File: src/rtl/ternary_accum_pkg.sv
// Shared types and helpers for the ternary accumulate sequencer.
// The state encoding, the adder guard width and the saturating counter step live here.
package ternary_accum_pkg;

  typedef enum logic [1:0] {
    IDLE  = 2'd0,
    ACCUM = 2'd1,
    DONE  = 2'd2
  } state_e;

  // The adder runs one bit wider than the accumulator so the carry / sign-overflow bit is visible.
  localparam int unsigned ADD_CARRY_BITS = 1;

  function automatic logic [31:0] sat_cnt_add(input logic [31:0] cnt,
                                              input logic [1:0]  inc,
                                              input int unsigned cnt_w);
    logic [32:0] max_v;
    logic [32:0] sum_v;
    max_v = (33'd1 << cnt_w) - 33'd1;
    sum_v = {1'b0, cnt} + {31'd0, inc};
    return (sum_v > max_v) ? max_v[31:0] : sum_v[31:0];
  endfunction

endpackage

File: src/rtl/ternary_accum_seq_adder.sv
// Three-input adder used as the shared datapath of the accumulate sequencer.
// Purely combinational; operands arrive already extended to WIDTH.
module ternary_adder #(
  parameter int unsigned WIDTH = 41
) (
  input  logic [WIDTH-1:0] a,
  input  logic [WIDTH-1:0] b,
  input  logic [WIDTH-1:0] c,
  output logic [WIDTH-1:0] sum
);

  assign sum = a + b + c;

endmodule

File: src/rtl/ternary_accum_seq.sv
// Packet sum sequencer: folds up to two operands per beat into a running accumulator.
// Define TERNARY_ACCUM_SIGNED_EN for two's-complement operands and signed overflow detection.
module ternary_accum_seq
  import ternary_accum_pkg::*;
#(
  parameter int unsigned WIDTH     = 32,
  parameter int unsigned SUM_WIDTH = 40,
  parameter int unsigned CNT_WIDTH = 16
) (
  input  logic                 clk,
  input  logic                 rst_n,
  input  logic                 in_valid,
  output logic                 in_ready,
  input  logic [WIDTH-1:0]     in_a,
  input  logic [WIDTH-1:0]     in_b,
  input  logic                 in_b_vld,
  input  logic                 in_last,
  output logic                 out_valid,
  input  logic                 out_ready,
  output logic [SUM_WIDTH-1:0] out_sum,
  output logic [CNT_WIDTH-1:0] out_count,
  output logic                 out_ovf
);

  localparam int unsigned ADD_W  = SUM_WIDTH + ADD_CARRY_BITS;
  localparam int unsigned OP_PAD = ADD_W - WIDTH;

  state_e               state_q, state_d;
  logic [SUM_WIDTH-1:0] acc_q, acc_d, out_sum_q, out_sum_d;
  logic [CNT_WIDTH-1:0] cnt_q, cnt_d, out_count_q, out_count_d;
  logic                 ovf_q, ovf_d, out_ovf_q, out_ovf_d, out_valid_q, out_valid_d;

  logic                 beat, in_accum;
  logic [WIDTH-1:0]     b_masked;
  logic [SUM_WIDTH-1:0] acc_op;
  logic [CNT_WIDTH-1:0] cnt_base, cnt_new;
  logic [ADD_W-1:0]     acc_ext, a_ext, b_ext, sum_full;
  logic                 step_ovf, ovf_new;

  assign in_accum = (state_q == ACCUM);
  assign beat     = in_valid && (state_q != DONE);
  assign b_masked = in_b & {WIDTH{in_b_vld}};
  // IDLE feeds zero so the first beat of a packet loads instead of adding.
  assign acc_op   = in_accum ? acc_q : '0;

`ifdef TERNARY_ACCUM_SIGNED_EN
  assign acc_ext  = {acc_op[SUM_WIDTH-1], acc_op};
  assign a_ext    = {{OP_PAD{in_a[WIDTH-1]}}, in_a};
  assign b_ext    = {{OP_PAD{b_masked[WIDTH-1]}}, b_masked};
  assign step_ovf = sum_full[ADD_W-1] ^ sum_full[ADD_W-2];
`else
  assign acc_ext  = {1'b0, acc_op};
  assign a_ext    = {{OP_PAD{1'b0}}, in_a};
  assign b_ext    = {{OP_PAD{1'b0}}, b_masked};
  assign step_ovf = sum_full[ADD_W-1];
`endif

  ternary_adder #(
    .WIDTH(ADD_W)
  ) u_adder (
    .a  (acc_ext),
    .b  (a_ext),
    .c  (b_ext),
    .sum(sum_full)
  );

  assign cnt_base = in_accum ? cnt_q : '0;
  assign cnt_new  = CNT_WIDTH'(sat_cnt_add(32'(cnt_base), {1'b0, in_b_vld} + 2'd1, CNT_WIDTH));
  assign ovf_new  = (in_accum && ovf_q) || step_ovf;

  always_comb begin
    state_d     = state_q;
    acc_d       = acc_q;
    cnt_d       = cnt_q;
    ovf_d       = ovf_q;
    out_sum_d   = out_sum_q;
    out_count_d = out_count_q;
    out_ovf_d   = out_ovf_q;
    out_valid_d = out_valid_q;
    case (state_q)
      IDLE, ACCUM: begin
        if (beat) begin
          if (in_last) begin
            out_sum_d   = sum_full[SUM_WIDTH-1:0];
            out_count_d = cnt_new;
            out_ovf_d   = ovf_new;
            out_valid_d = 1'b1;
            state_d     = DONE;
          end else begin
            acc_d   = sum_full[SUM_WIDTH-1:0];
            cnt_d   = cnt_new;
            ovf_d   = ovf_new;
            state_d = ACCUM;
          end
        end
      end
      DONE: begin
        if (out_ready) begin
          out_valid_d = 1'b0;
          state_d     = IDLE;
        end
      end
      default: state_d = IDLE;
    endcase
  end

  always_ff @(posedge clk) begin
    if (!rst_n) begin
      state_q     <= IDLE;
      acc_q       <= '0;
      cnt_q       <= '0;
      ovf_q       <= 1'b0;
      out_sum_q   <= '0;
      out_count_q <= '0;
      out_ovf_q   <= 1'b0;
      out_valid_q <= 1'b0;
    end else begin
      state_q     <= state_d;
      acc_q       <= acc_d;
      cnt_q       <= cnt_d;
      ovf_q       <= ovf_d;
      out_sum_q   <= out_sum_d;
      out_count_q <= out_count_d;
      out_ovf_q   <= out_ovf_d;
      out_valid_q <= out_valid_d;
    end
  end

  assign in_ready  = (state_q != DONE);
  assign out_valid = out_valid_q;
  assign out_sum   = out_sum_q;
  assign out_count = out_count_q;
  assign out_ovf   = out_ovf_q;

endmodule

File: config.mk
export PLATFORM = sky130hd
export DESIGN_NAME = ternary_accum_seq
export DESIGN_NICKNAME = d
export VERILOG_FILES = /design/src/rtl/ternary_accum_pkg.sv /design/src/rtl/ternary_accum_seq_adder.sv /design/src/rtl/ternary_accum_seq.sv
export SDC_FILE = /design/constraint.sdc
export NUM_CORES = 1
export LEC_CHECK = 0
export ABC_CLOCK_PERIOD_IN_PS = 4750
export BUFFER_PORTS_ARGS = -buffer_cell sky130_fd_sc_hd__buf_2
export CAP_MARGIN = 30
export CORE_UTILIZATION = 54
export DETAILED_ROUTE_END_ITERATION = 10
export PLACE_DENSITY_LB_ADDON = 0.1
export SKIP_LAST_GASP = 1
export SYNTH_ARGS = -nofsm -noshare
export SYNTH_HDL_FRONTEND = slang
export SYNTH_SLANG_ARGS = --single-unit
File: constraint.sdc
create_clock -name clk -period 4.75 [get_ports clk]
set_input_delay 0.7125 -clock clk [delete_from_list [all_inputs] [get_ports clk]]
set_output_delay 0.7125 -clock clk [all_outputs]
set_load 0.02 [all_outputs]
== Yosys cells after proc, flatten, opt, wreduce, memory -nomap -nowiden ==
Cells that the tools add are included.

* Input port bits: 70
* Word-level logic and storage cells: 42
* Output and inout bits: 59
* Flip-flop bits (word level): 117

* Muxes and demuxes: 11
* Equality and inequality tests: 6
* Magnitude comparators: 1
* Reduce and logical (&&, ||, !) cells: 10
* $add $sub $neg: 4
* Bitwise logic cells: 2

{| class="wikitable"
|+ Operators with widths
! cell !! number
|-
| $add A40 B32 Y41 || 1
|-
| $add A41 B32 Y41 || 1
|-
| $mux W40 || 1
|-
| $and A32 B32 Y32 || 1
|-
| $mux W16 || 2
|-
| $add A16 B2 Y17 || 1
|-
| $gt A17 B16 Y1 const B || 1
|-
| $ne A2 B2 Y1 const B || 4
|-
| $mux W2 || 3
|-
| $reduce_and A3 Y1 || 2
|-
| $pmux W2 S2 || 1
|-
| $reduce_and A4 Y1 || 1
|-
| $mux W1 || 3
|-
| $add A1 B1 Y2 const B || 1
|-
| $eq A2 B1 Y1 const B || 1
|-
| $eq A2 B2 Y1 const B || 1
|-
| $logic_and A1 B1 Y1 || 2
|-
| $logic_not A2 Y1 || 1
|-
| $pmux W1 S2 || 1
|-
| $reduce_and A2 Y1 || 1
|-
| $reduce_bool A2 Y1 || 1
|-
| $reduce_or A2 Y1 || 1
|-
| $logic_or A1 B1 Y1 || 1
|-
| $not A1 Y1 || 1
|}

== Logic depth before layout (Yosys ltp) ==
Gate-level depths: netlist (run 1).

* Depth in word-level cells: 5
* Mapped depth: 19
* Mapped depth without buffers: 16

== By module ==
Synthesis (run 1) repeated with hierarchy kept, for this count alone.

* Cells, all modules: 1,032
* Area total of the unflattened synthesis: 8,231.6 sq um

{| class="wikitable"
|+ By module, submodules not included
! module !! instances !! area an instance (sq um) !! cells each
|-
| ternary_accum_seq || 1 || 5,083.6 || 659
|-
| ternary_adder || 1 || 3,148.0 || 373
|}

== Least setup slack after synthesis (run 1) ==
OpenSTA, ideal clock, no wires.

* Kind: register to register
* Start point: reg state_q[0]
* End point: reg acc_q[38]
* Stages on the path, launching flop included: 18
* Setup time: 0.132 ns
* Arrival time: 4.047 ns
* Period minus slack after synthesis: 4.178 ns
* Path slack: 0.572 ns
* Path through: dfxtp_1 -> nor2b_1 -> clkbuf_1 -> clkbuf_1 -> clkbuf_1 -> clkbuf_1 -> and2_1 -> fa_1 -> ha_1 -> a21o_1 -> a211oi_1 -> a2bb2oi_1 -> o21ai_4 -> a211oi_4 -> a21oi_4 -> o2111ai_1 -> mux2i_1 -> o21ai_0

* Longest elaborated chain between the ends: 4
* Elaborated cells on any way between the ends: 9
* Those cells by class: add/sub: 2; eq/ne: 2; mux: 1; reduce/logical: 4

{| class="wikitable"
|+ Ends and longest elaborated chain
! item !! RTL line !! RTL
|-
| start, declared || ternary_accum_seq.sv:28 || <nowiki>state_e state_q, state_d;</nowiki>
|-
| start signal, assigned || ternary_accum_seq.sv:118 || <nowiki>state_q <= state_d;</nowiki>
|-
| $eq A2 B1 Y1 || ternary_accum_seq.sv:40, ternary_accum_seq.sv:80 ||
|-
| $mux W40 || ternary_accum_seq.sv:44 || <nowiki>assign acc_op = in_accum ? acc_q : '0;</nowiki>
|-
| $add A40 B32 Y41 || ternary_accum_seq_adder.sv:12 || <nowiki>assign sum = a + b + c;</nowiki>
|-
| $add A41 B32 Y41 || ternary_accum_seq_adder.sv:12 ||
|-
| end signal, assigned || ternary_accum_seq.sv:110 || <nowiki>acc_q <= '0;</nowiki>
|-
| end signal, assigned || ternary_accum_seq.sv:119 || <nowiki>acc_q <= acc_d;</nowiki>
|-
| end, declared || ternary_accum_seq.sv:29 || <nowiki>logic [SUM_WIDTH-1:0] acc_q, acc_d, out_sum_q, out_sum_d;</nowiki>
|}

Parallel ways exist; a longest one is shown, timed or not.
A chain may end at the register's enable or synchronous reset.

== Worst setup path in the final report (run 1) ==
* Start point: reg state_q[1]
* End point: reg out_sum_q[23], in the netlist out_sum[23]

* Longest elaborated chain between the ends: 4
* Elaborated cells on any way between the ends: 9
* Those cells by class: add/sub: 2; eq/ne: 2; mux: 1; reduce/logical: 4

{| class="wikitable"
|+ Ends and longest elaborated chain
! item !! RTL line !! RTL
|-
| $eq A2 B1 Y1 || ternary_accum_seq.sv:40, ternary_accum_seq.sv:80 ||
|-
| $mux W40 || ternary_accum_seq.sv:44 ||
|-
| $add A40 B32 Y41 || ternary_accum_seq_adder.sv:12 ||
|-
| $add A41 B32 Y41 || ternary_accum_seq_adder.sv:12 ||
|-
| end signal, assigned || ternary_accum_seq.sv:122 || <nowiki>out_sum_q <= out_sum_d;</nowiki>
|-
| end, declared || ternary_accum_seq.sv:29 ||
|}

Parallel ways exist; a longest one is shown, timed or not.

==> out/metrics.csv, run 1 <==
metric;value;unit
DRT Wirelength;18400;µm
R2R Setup Slk;0.65;ns
grt met1 use;0.385;
FMAX;0.244;GHz
via count;6810;
hold wc startpoint;acc_q[29];
DR WL/cell;15.1;µm
clk_lat worst skew;0.43;ns
WS Path Type;register to register;
hold-critical path endpoint;acc_q[29];
arrival time worst endpoint;4.38;ns
reg2reg end;out_sum[23];
Vias/cell;5.59;
Final ANT Viol Nets;0;
CP max stage delay;0.47;ns
Critical Path Source Type;register;
Leak;3.77;nW
worst ir drop on vdd;0.000260;V
RePlAce Congestion;0.877;
Seq/Total Area, Yosys;0.314;
CTS Buffer Depth;2;
status;completed;
Worst Path Required;5.03;ns
io pins;129;
switch share;0.314;
port bufs;128;
Yosys reg bits;117;
Root Driver;clkbuf_16;
first-pass GRT wire length;31900;µm
Placed Cells;1187;
vias in the first global route;6524;
RSZ-0062 raised after global routing;no;
part of the power in registers;0.365;
total internal power;2.03;mW
Hold Fails Final Rpt;0;
Warnings, synthesis;0;
DP Wirelength;13000;µm
syn_nets;1067;
Max Cap Viol;0;
Async SR Flop Fraction;0;
Global Route Usage Sum;0.279;
worst r2r src;state_q[1];
H-tree Lvls;4;
share of cells above drive strength 1;0.183;
clock skew;0.0112;ns
clock power share;0.418;
Final Cell Area;0.00876;mm²
post-synthesis cell type count;68;
total setup buffers inserted after CTS;0;
power share of the combinational group;0.217;
Die Footprint;0.0143;mm²
Layout Cells excl Fill;1219;
endpoint class of the critical path;register;
Setup TNS Final;0;ns
Power Dens Cells;337;mW/mm²
DRC Markers;0;
final setup violation count;0;
Mapped Avg Cell Area;8.01;µm²
fin crit share;0.864;
HP Class;register to register;
Final min period;4.10;ns
Clock Sink Count;117;
pin count of the biggest net entering global routing;46;
# resized after CTS;0;
ANT cells;0;
WHS;0.448;ns
global routing usage on met3;0.0603;
Core Region;0.0133;mm²
number of DRC markers in iteration 0;417;
Initial Util;0.558;
filler cell count;1199;
Area Growth Syn to Fin;17.5;%
Post-Syn Instances;930;
DR pass1 iterations;4;
CTS tree;yes;
Critical Path Fanout Max;20;
critical-path cell with the highest stage delay;o31ai_1;
most used routing layer;met2;
Layout Nets;1167;
initial antenna violation count;0;
Worst-path clk slew;0.06;ns
Die H;119;µm
Yosys top cell area share;0.314;
met2 Usage GRT;0.439;
CTS buffer count;17;
slew margin rel.;0.337;
die span in x;119;µm
hold path cells;2;
CP Cell Sequence;nor2b_4 -> and2_1 -> fa_1 -> ha_1 -> inv_1 -> fa_1 -> nor2b_1 -> o31a_1 -> o31ai_1 -> a21boi_1 -> a211oi_1 -> o41ai_1 -> a21oi_1 -> xor2_1 -> a21oi_1;
Max Slew Vio Count;0;
Post-synth EDFFs;0;
row count;42;
WP buf/inv;1;
Post-CTS Hold Buffers;0;
Mapped Area;0.00745;mm²
FF-to-FF path depth;15;
NetSw;0.926;mW
GRT overflow;0;
Worst path top cell family by delay;compound AO/OA/AOI/OAI gates;
slew at the pin closest to its max-slew limit;0.994;ns
main area contributors after synthesis;dfxtp_1, fa_1, nand2_1, a21oi_1, ha_1;
instance area at placement;0.00819;mm²
Yosys top cell by area;dfxtp_1;
Synth Flop Type;dfxtp_1;
-- Yosys cell counts, drive strengths merged, types with 3 or more instances --
master  count
o31ai       7
inv        13
a21o       13
xnor2      23
nor3       16
a21oi     101
a211oi     30
nand3      23
and2       65
nand2b      3
o21bai      5
nand4       7
o21ai      50
nor2b       4
o21a        6
dfxtp     117
a311oi      4
xor2       18
buf        10
ha         34
clkbuf     46
nor2       98
fa         33
a31oi       7
a21boi      5
and3        8
nand2     141
or3         4
nand3b      4
-- tightest hold or removal path: cells and delay by family (launching register included) --
family | cells | cell delay, ns
DFF | 1 | 0.30
and+or+nand+nor | 1 | 0.05
AOI/OAI and AO/OA | 1 | 0.05
-- metal layers --
layer	routed length (µm)	share of wire	up-vias
li1	-	-	3416
met4	225	0.012	0
met2	8210	0.45	189
met5	0	0	-
met3	1110	0.060	26
met1	8870	0.48	3179
-- power groups by stage --
stage          clock network, mW  logic (mW)  registers (mW)
2_1_floorplan                  0       0.419            1.13
3_3_place_gp                   0       0.629            1.10
3_5_place_dp                   0       0.633            1.10
4_1_cts                     1.25       0.639            1.08
5_1_grt                     1.29       0.716            1.09
6_report                    1.23       0.640            1.08
-- cell type report --
class                   count  area, µm²  area share
multi-input cells         743       4860       0.554
flip-flops and latches    117       2340       0.267
repair buffers            137        721      0.0823
clock buffers              19        443      0.0506
well taps                 176        220      0.0251
clock inverters            13        125      0.0143
inverters                  14       52.6     0.00600
-- registers in the layout (all words and copies together), names as in the netlist --
register and count:
acc_q 40, out_sum 40, cnt_q 16, out_count 16
state_q 2, out_ovf 1, out_valid 1, ovf_q 1
-- per-stage QoR --
step | util | power [mW] | setup WS (ns)
2_1_floorplan | - | 1.55 | 0.572
3_3_place_gp | 0.614 | 1.73 | 0.410
3_5_place_dp | 0.614 | 1.73 | 0.311
4_1_cts | 0.656 | 2.97 | 0.652
5_1_grt | 0.656 | 3.10 | 0.347
6_report | 0.656 | 2.95 | 0.647
-- kinds of logic after synthesis --
kind of cell / Yosys count / share of synthesized area
buffers and inverters: 70 / 0.0359
XOR/XNOR: 41 / 0.0482
flip-flops: 117 / 0.314
multiplexers: 2 / 0.00269
adder cells (fa/ha/maj): 67 / 0.146
AND/OR/NAND/NOR: 383 / 0.241
AO/OA/AOI/OAI: 250 / 0.212
-- cells in the final DEF (no fill, tap or decap), drive strengths merged, types with 3 or more instances in the layout --
cell type and instances:
and3 8, and2 65, a311oi 4, ha 34
xnor2 23, clkinv 4, a211oi 30, buf 137
a21oi 101, clkinvlp 5, a21boi 5, o21ai 50
nor2b 4, nand4 7, xor2 18, or3 4
dfxtp 117, nand3 23, nand2b 3, nand2 141
o21bai 5, a31oi 7, nor3 16, clkbuf 19
nand3b 4, o31ai 7, o21a 6, inv 17
fa 33, a21o 13, nor2 98
-- worst max path at each step --
stage                     from     endpoint  slack (ns)  cells past startpoint
floorplan           state_q[0]    acc_q[38]        0.57                     17
global placement      in_b_vld  out_sum[23]        0.41                     15
detailed placement    in_b_vld  out_sum[23]        0.31                     15
CTS                 state_q[1]  out_sum[23]        0.65                     15
global route        state_q[1]  out_sum[23]        0.35                     15
finish              state_q[1]  out_sum[23]        0.65                     15
(Power assumes the default switching activity.)
==> run 2, diff against run 1 <==
ABC_CLOCK_PERIOD_IN_PS = 3400   (was 4750)
CORE_ASPECT_RATIO = 0.9   (was default)
CORE_UTILIZATION = 52   (was 54)
clock period = 3.4 ns   (was 4.75 ns; I/O delays follow)
==> out/metrics.csv, run 2 (synthesized netlist as in run 1, its figures left out) <==
metric;value;unit;change
status;finished with violations;;was completed
failing checks;negative setup slack;;
Final ANT Viol Nets;0;;unchanged
Die H;116;µm;was 119 µm
commonest non-fill, non-tap cells in the layout;nand2_1, buf_2, dfxtp_1;;unchanged
Power Dens Cells;438;mW/mm²;was 337 mW/mm²
DRC Markers;0;;unchanged
row count;41;;was 42
Final min period;3.68;ns;was 4.10 ns
DRT Wirelength;21400;µm;was 18400 µm
io pins;129;;unchanged
R2R Setup Slk;-0.28;ns;was 0.65 ns
Worst Path Required;3.76;ns;was 5.03 ns
pin count of the biggest net entering global routing;54;;was 46
H-tree Lvls;4;;unchanged
Vias/cell;5.54;;was 5.59
Layout Cells excl Fill;1348;;was 1219
first-pass GRT wire length;33900;µm;was 31900 µm
slew margin rel.;0.489;;was 0.337
hold wc startpoint;rst_n;;was acc_q[29]
endpoint class of the critical path;register;;unchanged
Hold Fails Final Rpt;0;;unchanged
HP Class;input pin to register;;was register to register
initial antenna violation count;0;;unchanged
Initial Util;0.532;;was 0.558
WS Path Type;register to register;;unchanged
port bufs;128;;unchanged
Critical Path Source Type;register;;unchanged
ANT cells;0;;unchanged
share of cells above drive strength 1;0.329;;was 0.183
RSZ-0062 raised after global routing;yes;;was no
vias in the first global route;6934;;was 6524
Root Driver;clkbuf_16;;unchanged
Placement Setup Slack;-0.391;ns;was 0.311 ns
arrival time worst endpoint;4.04;ns;was 4.38 ns
final setup violation count;40;;was 0
GRT overflow;0;;unchanged
Worst-path clk slew;0.06;ns;about the same
Die Footprint;0.0148;mm²;was 0.0143 mm²
fin crit share;1.08;;was 0.864
FMAX;0.272;GHz;was 0.244 GHz
Global Route Usage Sum;0.291;;was 0.279
DR pass1 iterations;6;;was 4
FF-to-FF path depth;18;;was 15
final worst slack;-0.280;ns;was 0.647 ns
Critical Path Fanout Max;7;;was 20
RePlAce Congestion;0.915;;was 0.877
slew at the pin closest to its max-slew limit;0.766;ns;was 0.994 ns
die span in x;128;µm;was 119 µm
hold path cells;3;;was 2
clk_lat worst skew;0.42;ns;was 0.43 ns
Critical Path Most Common Cell;buf_4;;
reg2reg end;out_sum[39];;was out_sum[23]
Layout Nets;1279;;was 1167
Post-CTS Hold Buffers;0;;unchanged
DR WL/cell;15.9;µm;was 15.1 µm
worst r2r src;state_q[0];;was state_q[1]
CP Cell Sequence;nor2b_4 -> buf_12 -> buf_8 -> and2_4 -> fa_1 -> inv_2 -> fa_2 -> nor2b_2 -> o31a_1 -> o31ai_2 -> buf_4 -> a21oi_4 -> o21ai_4 -> o31ai_4 -> buf_4 -> nand3_4 -> xnor2_2 -> a21oi_1;;was nor2b_4 -> and2_1 -> fa_1 -> ha_1 -> inv_1 -> fa_1 -> nor2b_1 -> o31a_1 -> o31ai_1 -> a21boi_1 -> a211oi_1 -> o41ai_1 -> a21oi_1 -> xor2_1 -> a21oi_1
Clock Sink Count;117;;unchanged
number of DRC markers in iteration 0;492;;was 417
CP max stage delay;0.59;ns;was 0.47 ns
worst ir drop on vdd;0.000345;V;was 0.000260 V
Area Growth Syn to Fin;37.8;%;was 17.5%
Max Cap Viol;0;;unchanged
Placed Cells;1294;;was 1187
Max Slew Vio Count;0;;unchanged
Core Region;0.0140;mm²;was 0.0133 mm²
hold-critical path endpoint;acc_q[33];;was acc_q[29]
CTS Buffer Depth;2;;unchanged
commonest non-fill, non-tap cell in the layout;nand2_1;;unchanged
via count;7470;;was 6810
Leak;4.41;nW;was 3.77 nW
clock skew;0.00832;ns;was 0.0112 ns
DP Wirelength;14500;µm;was 13000 µm
CTS tree;yes;;unchanged
critical-path cell with the highest stage delay;fa_1;;was o31ai_1
CTS buffer count;17;;unchanged
filler cell count;1080;;was 1199
-- run 2: metrics by stage --
| step | utilization | hold WS [ns] | setup TNS (ns) | instance area [µm²] | total power [mW] |
|---|---|---|---|---|---|
| after detailed placement | 0.647 | 0.442 | -10.65 | 9060 | 2.61 |
| final | 0.733 | 0.381 | -5.73 | 10300 | 4.50 |
| after CTS | 0.713 | 0.383 | -3.82 | 9980 | 4.44 |
| after global placement | 0.645 | 0.437 | -7.79 | 9040 | 2.59 |
| after floorplan | - | 0.432 | -3.34 | 7630 | 2.21 |
| after global routing | 0.733 | 0.402 | -13.17 | 10300 | 4.70 |
-- run 2: worst max-delay path: cells and delay by family (launching register included) --
family	cells	cell delay, ns
adders and majority gates	2	0.99
and+or+nand+nor	4	0.49
xor gates and xnor gates	1	0.17
buffers and inverters	5	0.65
DFF	1	0.32
AOI/OAI and AO/OA	6	0.98
-- run 2: area by class of cell --
type	count	area, µm²	area share
clock buffer	19	443	0.0431
multi-input combinational	743	5380	0.524
tap	193	241	0.0235
sequential	117	2340	0.228
timing repair buffer	249	1680	0.163
clock inverter	13	133	0.0129
inverter	14	52.6	0.00512
-- run 2: worst max-delay path by stage --
stage / from / endpoint / cells after the start / slack (ns)
final: state_q[0] / out_sum[39] / 18 / -0.28
after global routing: state_q[0] / out_sum[39] / 19 / -0.45
after CTS: state_q[0] / ovf_q / 14 / -0.23
after detailed placement: in_b_vld / acc_q[39] / 17 / -0.39
after global placement: in_b_vld / acc_q[35] / 16 / -0.34
after floorplan: state_q[0] / ovf_q / 16 / -0.25
-- run 2: repair_timing --
item,in CTS,in global routing
pin swaps,36,32
setup endpoints to repair,47,57
setup buffers,13,11
endpoints found under the hold margin,0,0
resized for setup,48,46
gates cloned,1,0
-- run 2: layer usage --
layer,track usage,vias to the layer above,share of wire
met3,0.0508,46,0.054
li1,-,3640,-
met4,0.103,0,0.024
met1,0.388,3524,0.46
met5,0,-,0
met2,0.476,260,0.46
-- run 2: where the power goes --
part | switching, mW | leakage, nW | internal [mW]
clock network | 0.667 | 0.275 | 1.09
registers | 0.0481 | 0.957 | 1.46
logic | 0.675 | 3.18 | 0.557
total | 1.39 | 4.41 | 3.11
